### config.mk
export PLATFORM = sky130hd
export DESIGN_NAME = bild_ausgabe
export DESIGN_NICKNAME = d
export VERILOG_FILES = /design/src/rtl/bild_ausgabe.sv
export SDC_FILE = /design/constraint.sdc
export NUM_CORES = 1
export LEC_CHECK = 0
export ABC_AREA = 1
export CORE_ASPECT_RATIO = 2
export CORE_MARGIN = 10
export CORE_UTILIZATION = 35
export CTS_CLUSTER_SIZE = 28
export DETAILED_ROUTE_END_ITERATION = 6
export GPL_ROUTABILITY_DRIVEN = 0
export PLACE_DENSITY = 0.76
export SLEW_MARGIN = 20
export SYNTH_ARGS = -nofsm -noshare
export SYNTH_HDL_FRONTEND = slang
export SYNTH_SLANG_ARGS = --single-unit
### constraint.sdc
create_clock -name clk -period 1.2 [get_ports clk]
set_input_delay 0.36 -clock clk [delete_from_list [all_inputs] [get_ports clk]]
set_output_delay 0.36 -clock clk [all_outputs]
set_load 0.005 [all_outputs]
### src/rtl/bild_ausgabe.sv
// VGA scan-out stage: raster counters drive the framebuffer read port, and the
// returned pixel is registered together with sync, blanking and frame markers.
module bild_ausgabe #(
  parameter int CLK_DIV   = 1,
  parameter int H_VISIBLE = 640,
  parameter int H_FRONT   = 16,
  parameter int H_SYNC    = 96,
  parameter int H_BACK    = 48,
  parameter int V_VISIBLE = 480,
  parameter int V_FRONT   = 10,
  parameter int V_SYNC    = 2,
  parameter int V_BACK    = 33
) (
  input  logic        clk,
  input  logic        rst,
  output logic [15:0] x_data,
  output logic [15:0] y_data,
  input  logic [7:0]  pixelData,
  output logic [3:0]  vga_r,
  output logic [3:0]  vga_g,
  output logic [3:0]  vga_b,
  output logic        vga_hsync,
  output logic        vga_vsync,
  output logic        de,
  output logic        vblank,
  output logic        frame_start
);

  localparam int H_TOTAL = H_VISIBLE + H_FRONT + H_SYNC + H_BACK;
  localparam int V_TOTAL = V_VISIBLE + V_FRONT + V_SYNC + V_BACK;
  localparam int DIV_W   = (CLK_DIV > 1) ? $clog2(CLK_DIV) : 1;

  localparam logic [DIV_W-1:0] DIV_LAST = DIV_W'(CLK_DIV - 1);
  localparam logic [9:0] H_LAST = 10'(H_TOTAL - 1);
  localparam logic [9:0] H_VIS  = 10'(H_VISIBLE);
  localparam logic [9:0] HS_BEG = 10'(H_VISIBLE + H_FRONT);
  localparam logic [9:0] HS_END = 10'(H_VISIBLE + H_FRONT + H_SYNC);
  localparam logic [9:0] V_LAST = 10'(V_TOTAL - 1);
  localparam logic [9:0] V_VIS  = 10'(V_VISIBLE);
  localparam logic [9:0] VS_BEG = 10'(V_VISIBLE + V_FRONT);
  localparam logic [9:0] VS_END = 10'(V_VISIBLE + V_FRONT + V_SYNC);

  logic [DIV_W-1:0] div_q, div_d;
  logic [9:0]       h_q, h_d, v_q, v_d;
  logic [3:0]       r_q, r_d, g_q, g_d, b_q, b_d;
  logic             hs_q, hs_d, vs_q, vs_d, de_q, de_d, vb_q, vb_d, fs_q, fs_d;
  logic             pix_en_s, h_wrap_s, v_wrap_s, vis_s;

  // next-state for divider, raster counters and output stage
  always_comb begin
    pix_en_s = (div_q == DIV_LAST);
    h_wrap_s = (h_q == H_LAST);
    v_wrap_s = (v_q == V_LAST);
    vis_s    = (h_q < H_VIS) && (v_q < V_VIS);
    div_d = pix_en_s ? {DIV_W{1'b0}} : div_q + DIV_W'(1);
    h_d  = h_q;
    v_d  = v_q;
    r_d  = r_q;
    g_d  = g_q;
    b_d  = b_q;
    hs_d = hs_q;
    vs_d = vs_q;
    de_d = de_q;
    vb_d = vb_q;
    fs_d = pix_en_s && h_wrap_s && v_wrap_s;
    if (pix_en_s) begin
      h_d = h_wrap_s ? 10'd0 : h_q + 10'd1;
      if (h_wrap_s) begin
        v_d = v_wrap_s ? 10'd0 : v_q + 10'd1;
      end else begin
        v_d = v_q;
      end
      // off-screen pixel data is discarded so blanking is truly black
      r_d  = vis_s ? {pixelData[7:5], pixelData[7]}   : 4'd0;
      g_d  = vis_s ? {pixelData[4:2], pixelData[4]}   : 4'd0;
      b_d  = vis_s ? {pixelData[1:0], pixelData[1:0]} : 4'd0;
      hs_d = !((h_q >= HS_BEG) && (h_q < HS_END));
      vs_d = !((v_q >= VS_BEG) && (v_q < VS_END));
      de_d = vis_s;
      vb_d = (v_q >= V_VIS);
    end else begin
      fs_d = 1'b0;
    end
  end

  // state registers with synchronous active-low reset
  always_ff @(posedge clk) begin
    if (!rst) begin
      div_q <= {DIV_W{1'b0}};
      h_q   <= 10'd0;
      v_q   <= 10'd0;
      r_q   <= 4'd0;
      g_q   <= 4'd0;
      b_q   <= 4'd0;
      hs_q  <= 1'b1;
      vs_q  <= 1'b1;
      de_q  <= 1'b0;
      vb_q  <= 1'b0;
      fs_q  <= 1'b0;
    end else begin
      div_q <= div_d;
      h_q   <= h_d;
      v_q   <= v_d;
      r_q   <= r_d;
      g_q   <= g_d;
      b_q   <= b_d;
      hs_q  <= hs_d;
      vs_q  <= vs_d;
      de_q  <= de_d;
      vb_q  <= vb_d;
      fs_q  <= fs_d;
    end
  end

  assign x_data      = {6'd0, h_q};
  assign y_data      = {6'd0, v_q};
  assign vga_r       = r_q;
  assign vga_g       = g_q;
  assign vga_b       = b_q;
  assign vga_hsync   = hs_q;
  assign vga_vsync   = vs_q;
  assign de          = de_q;
  assign vblank      = vb_q;
  assign frame_start = fs_q;

endmodule

# Yosys cells after proc, flatten, opt, wreduce, memory -nomap -nowiden
# Cells that the tools add are included.
[totals]
reg_bits = 38
output_inout_bits = 49
word_cells = 40
[op_classes]
n_addsub = 3
n_lt_le_gt_ge = 7
eq_ne = 2
muxes = 5
n_bitwise = 2
reduce_logical = 10
[ops]
columns = ["op", "count"]
rows = [
  ["$add 10x1->10 const B", 2],
  ["$eq 10x10->1 const B", 2],
  ["$ge 10x9->1 const B", 2],
  ["$lt 10x10->1 const B", 2],
  ["$lt 10x9->1 const B", 2],
  ["$mux 10", 2],
  ["$mux 4", 3],
  ["$ge 10x10->1 const B", 1],
  ["$logic_and 1x1->1", 5],
  ["$reduce_and 2->1", 2],
  ["$logic_not 1->1", 2],
  ["$not 1->1", 2],
  ["$reduce_or 2->1", 1],
  ["$add 1x1->1 const B", 1],
]

# Depth between registers and ports, before layout
[depth]
ltp_word = 3
mapped_depth = 9
mapped_depth_nobuf = 9

# Least setup slack after synthesis
# OpenSTA, ideal clock, no wires.
[synth_path]
path_kind = "register to register"
from = "reg h_q[0]"
to = "reg v_q[3]"
setup_time_ns = 0.118
arrival_ns = 1.201
setup_slack_ns = -0.119
path_stages_with_launch = 9
path_buffers = 0
synth_period_minus_slack_ns = 1.319
path_cell_list = "dfxtp_1 ha_1 nand2_4 nor2_8 nand3_4 nor2_1 nor2_2 nand2_1 nor2_1"
[synth_via]
elab_chain_len = 2
[synth_rtl]
columns = ["item", "line", "source"]
rows = [
  ["start: declaration", "44", "logic [9:0] h_q, h_d, v_q, v_d;"],
  ["start signal: assignment", "90", "h_q <= 10'd0;"],
  ["start signal: assignment", "102", "h_q <= h_d;"],
  ["$eq 10x10->1", "52", "h_wrap_s = (h_q == H_LAST);"],
  ["$reduce_and 2->1 (no line)", "n/a", ""],
  ["end signal: assignment", "103", "v_q <= v_d;"],
  ["end: declaration", "44", ""],
]
# Every way passes these cells.
# A chain may end at the register's enable or synchronous reset.

# Worst setup path after layout
[layout_path]
from = "reg v_q[1]"
to = "reg v_q[8]"
[layout_via]
elab_chain_len = 2
elab_cells_between_ends = 3
cone_classes = "add/sub: 1; eq/ne: 1; mux: 1"
[layout_rtl]
columns = ["item", "line", "source"]
rows = [
  ["$add 10x1->10 or $eq 10x10->1 (tied branches)", "69, 53", ""],
  ["$mux 10 (*)", "69", "v_d = v_wrap_s ? 10'd0 : v_q + 10'd1;"],
]
# Every way passes the cells marked *; elsewhere a longest branch is shown, timed or not.

==> results.json <==
{
  "status": "finished, violations left",
  "violations": "setup timing",
  "start_kind": "flip-flop",
  "route.met2.wl_mm": 3.66,
  "top_layer": "met4",
  "finalHoldViolCount": 0,
  "cts_tree": "built",
  "most-common-layout-cells": "buf_4, nand2_1, buf_2",
  "grt_pass1_wl_mm": 9.80,
  "r2r_slack_ps": -170,
  "die_y_um": 122,
  "dpl.hpwl_mm": 4.23,
  "gr-total-overflow": 0,
  "arrival_ps": 1590,
  "wl_met1_mm": 2.17,
  "stdcell_count": 433,
  "final_area_um2": 3140,
  "max_freq_mhz": 731,
  "whs_ps": 450,
  "syn-cell-area_um2": 1820,
  "min_path_type": "flip-flop to flip-flop",
  "post-route-min-period_ps": 1370,
  "wire_per_inst_um": 15.1,
  "cts_hold_buffers": 0,
  "dieArea_um2": 8670,
  "clk_path_buf_depth": 2,
  "grt_max_degree": 13,
  "core_um2": 5090,
  "fin_skew_ps": 7.79,
  "ff2ff_path_depth": 7,
  "cts_max_level": 2,
  "synthArstFlopShare_pct": 0,
  "clk_pin_slew_ps": 80,
  "ys_warn_count": 0,
  "synth-edff-count": 0,
  "clock_latency_ps": 300,
  "synth_flop_cell": "dfxtp_1",
  "grt_use_total_pct": 13.8,
  "wl_met3_um": 398,
  "grt_setup_unrepaired": "true",
  "postRouteAntennaNets": 0,
  "fin_crit_sh_pct": 114,
  "grt_pass1_vias": 2091,
  "yosysSeqAreaShare_pct": 37.4,
  "crit_path_end_kind": "flip-flop",
  "hold_path_end": "de",
  "root_buffer": "clkbuf_8",
  "antenna_found_initial": 0,
  "ioPinCount": 59,
  "holdPathStages": 2,
  "io_buffers": 46,
  "drc": 0,
  "p_per_area_nw_per_um2": 865,
  "critPathKind": "flip-flop to flip-flop",
  "final_common_cell": "buf_4",
  "firstDrtPassIters": 4,
  "dp_cells": 405,
  "syn_avg_cell_area_um2": 7.09,
  "final_nets": 389,
  "ys_ff_latch": 34,
  "worstReg2RegEnd": "v_q[8]",
  "drive_gt1_share_pct": 57.3,
  "peakVddDrop_mv": 0.914,
  "syn2layout_area_growth_pct": 72.2,
  "clock-sinks": 34,
  "vias": 2130,
  "fin_ws_ps": -168,
  "start_util_pct": 35.8,
  "placed_area_um2": 2670,
  "drv_cap": 0,
  "rows": 37,
  "antenna_cells": 0,
  "slew_viol_final": 0,
  "totalWireLength_mm": 6.52,
  "drt_first_iter_violations": 142,
  "path_max_fanout": 4,
  "viasPerCell": 4.92,
  "numCtsBuffers": 5,
  "required_ps": 1420,
  "setup_violations": 25,
  "die_w_um": 71.0,
  "ys_types": 31,
  "syn_inst": 257,
  "min_from": "de",
  "power.leakage_nw": 1.53,
  "regToRegStartpoint": "v_q[1]",
  "setup_tns_ps": -2150
}
-- synthesized netlist by cell type, types with 2 or more instances --
master / n / share of area, %
nand3_1: 13 / 3.6
nor2_2: 3 / 1.0
o21ai_0: 8 / 2.2
nor2_1: 33 / 6.8
nor3_1: 8 / 2.2
a31oi_1: 2 / 0.69
a21oi_1: 8 / 2.2
nor2_8: 2 / 2.2
nand4_1: 6 / 2.1
dfxtp_1: 34 / 37
ha_1: 5 / 3.4
nand3_2: 3 / 1.6
xor2_1: 3 / 1.4
inv_2: 4 / 0.82
nand2_1: 50 / 10
o21ai_1: 8 / 2.2
inv_1: 38 / 7.8
buf_4: 16 / 6.6
-- worst max-delay path, stage by stage, from the launching register on --
cell and delay (ps):
dfxtp_4 390, ha_1 160, inv_1 90, nor2_1 210
nand4_1 140, nand2_1 110, nand2_1 60, a21oi_1 130
-- per-stage QoR --
| stage | setup WS [ps] | utilization [%] | total power, mW |
|---|---|---|---|
| finish | -168 | 61.6 | 2.71 |
| global route | -219 | 61.6 | 2.80 |
| CTS | -126 | 58.0 | 2.70 |
| detailed placement | -392 | 52.4 | 1.41 |
| global placement | -336 | 52.4 | 1.40 |
| floorplan | -5.06 | - | 1.31 |
-- layer usage --
layer,vias up,track usage [%]
met3,25,3.34
met2,90,26.3
met5,-,0
li1,1013,-
met1,1002,12.6
met4,0,8.27
-- kinds of logic (layout without fill, tap and decap cells) --
| kind of cell | count (synthesis) | in the layout | share of synthesized area, % |
|---|---|---|---|
| XOR/XNOR | 3 | 3 | 1.44 |
| flip-flops | 34 | 34 | 37.4 |
| adder cells (fa/ha/maj) | 5 | 5 | 3.43 |
| AO/OA/AOI/OAI | 27 | 27 | 7.76 |
| buffers and inverters | 61 | 165 | 16.0 |
| other | 1 | 13 | 0.206 |
| AND/OR/NAND/NOR | 126 | 128 | 33.8 |
-- worst max-delay path by stage --
stage	slack [ps]	start	end	cells past startpoint
floorplan	-5	h_q[0]	v_q[3]	8
global placement	-340	rst	vga_r[0]	5
detailed placement	-390	rst	vga_g[0]	5
CTS	-130	h_q[0]	v_q[2]	9
global route	-220	h_q[0]	v_q[4]	9
finish	-170	v_q[1]	v_q[8]	7
-- registers in the layout, summed over array words and instances, names as in the netlist --
signal       count
de               1
div_q            1
frame_start      1
h_q             10
v_q             10
vblank           1
vga_b            2
vga_g            3
vga_hsync        1
vga_r            3
vga_vsync        1
-- power by group --
| part | internal [mW] | switching [mW] | total, mW |
|---|---|---|---|
| logic | 0.120 | 0.128 | 0.249 |
| clock network | 0.833 | 0.467 | 1.30 |
| registers | 1.15 | 0.0173 | 1.16 |
| total | 2.10 | 0.613 | 2.71 |
-- repair_timing --
item | CTS | global route
gates resized for setup | 196 | 68
gates cloned | 2 | 0
buffers inserted | 11 | 9
pin swaps | 22 | 25
endpoints found under the setup margin | 66 | 45
-- area by class of cell --
cell class	instances	area, um^2
clock buffer	5	68.8
multi-input combinational	176	1170
fill	427	1960
tap	58	72.6
inverter	44	181
timing repair buffer	113	846
clock inverter	3	68.8
sequential	34	732
No activity file was read; power rests on OpenSTA's default activity.
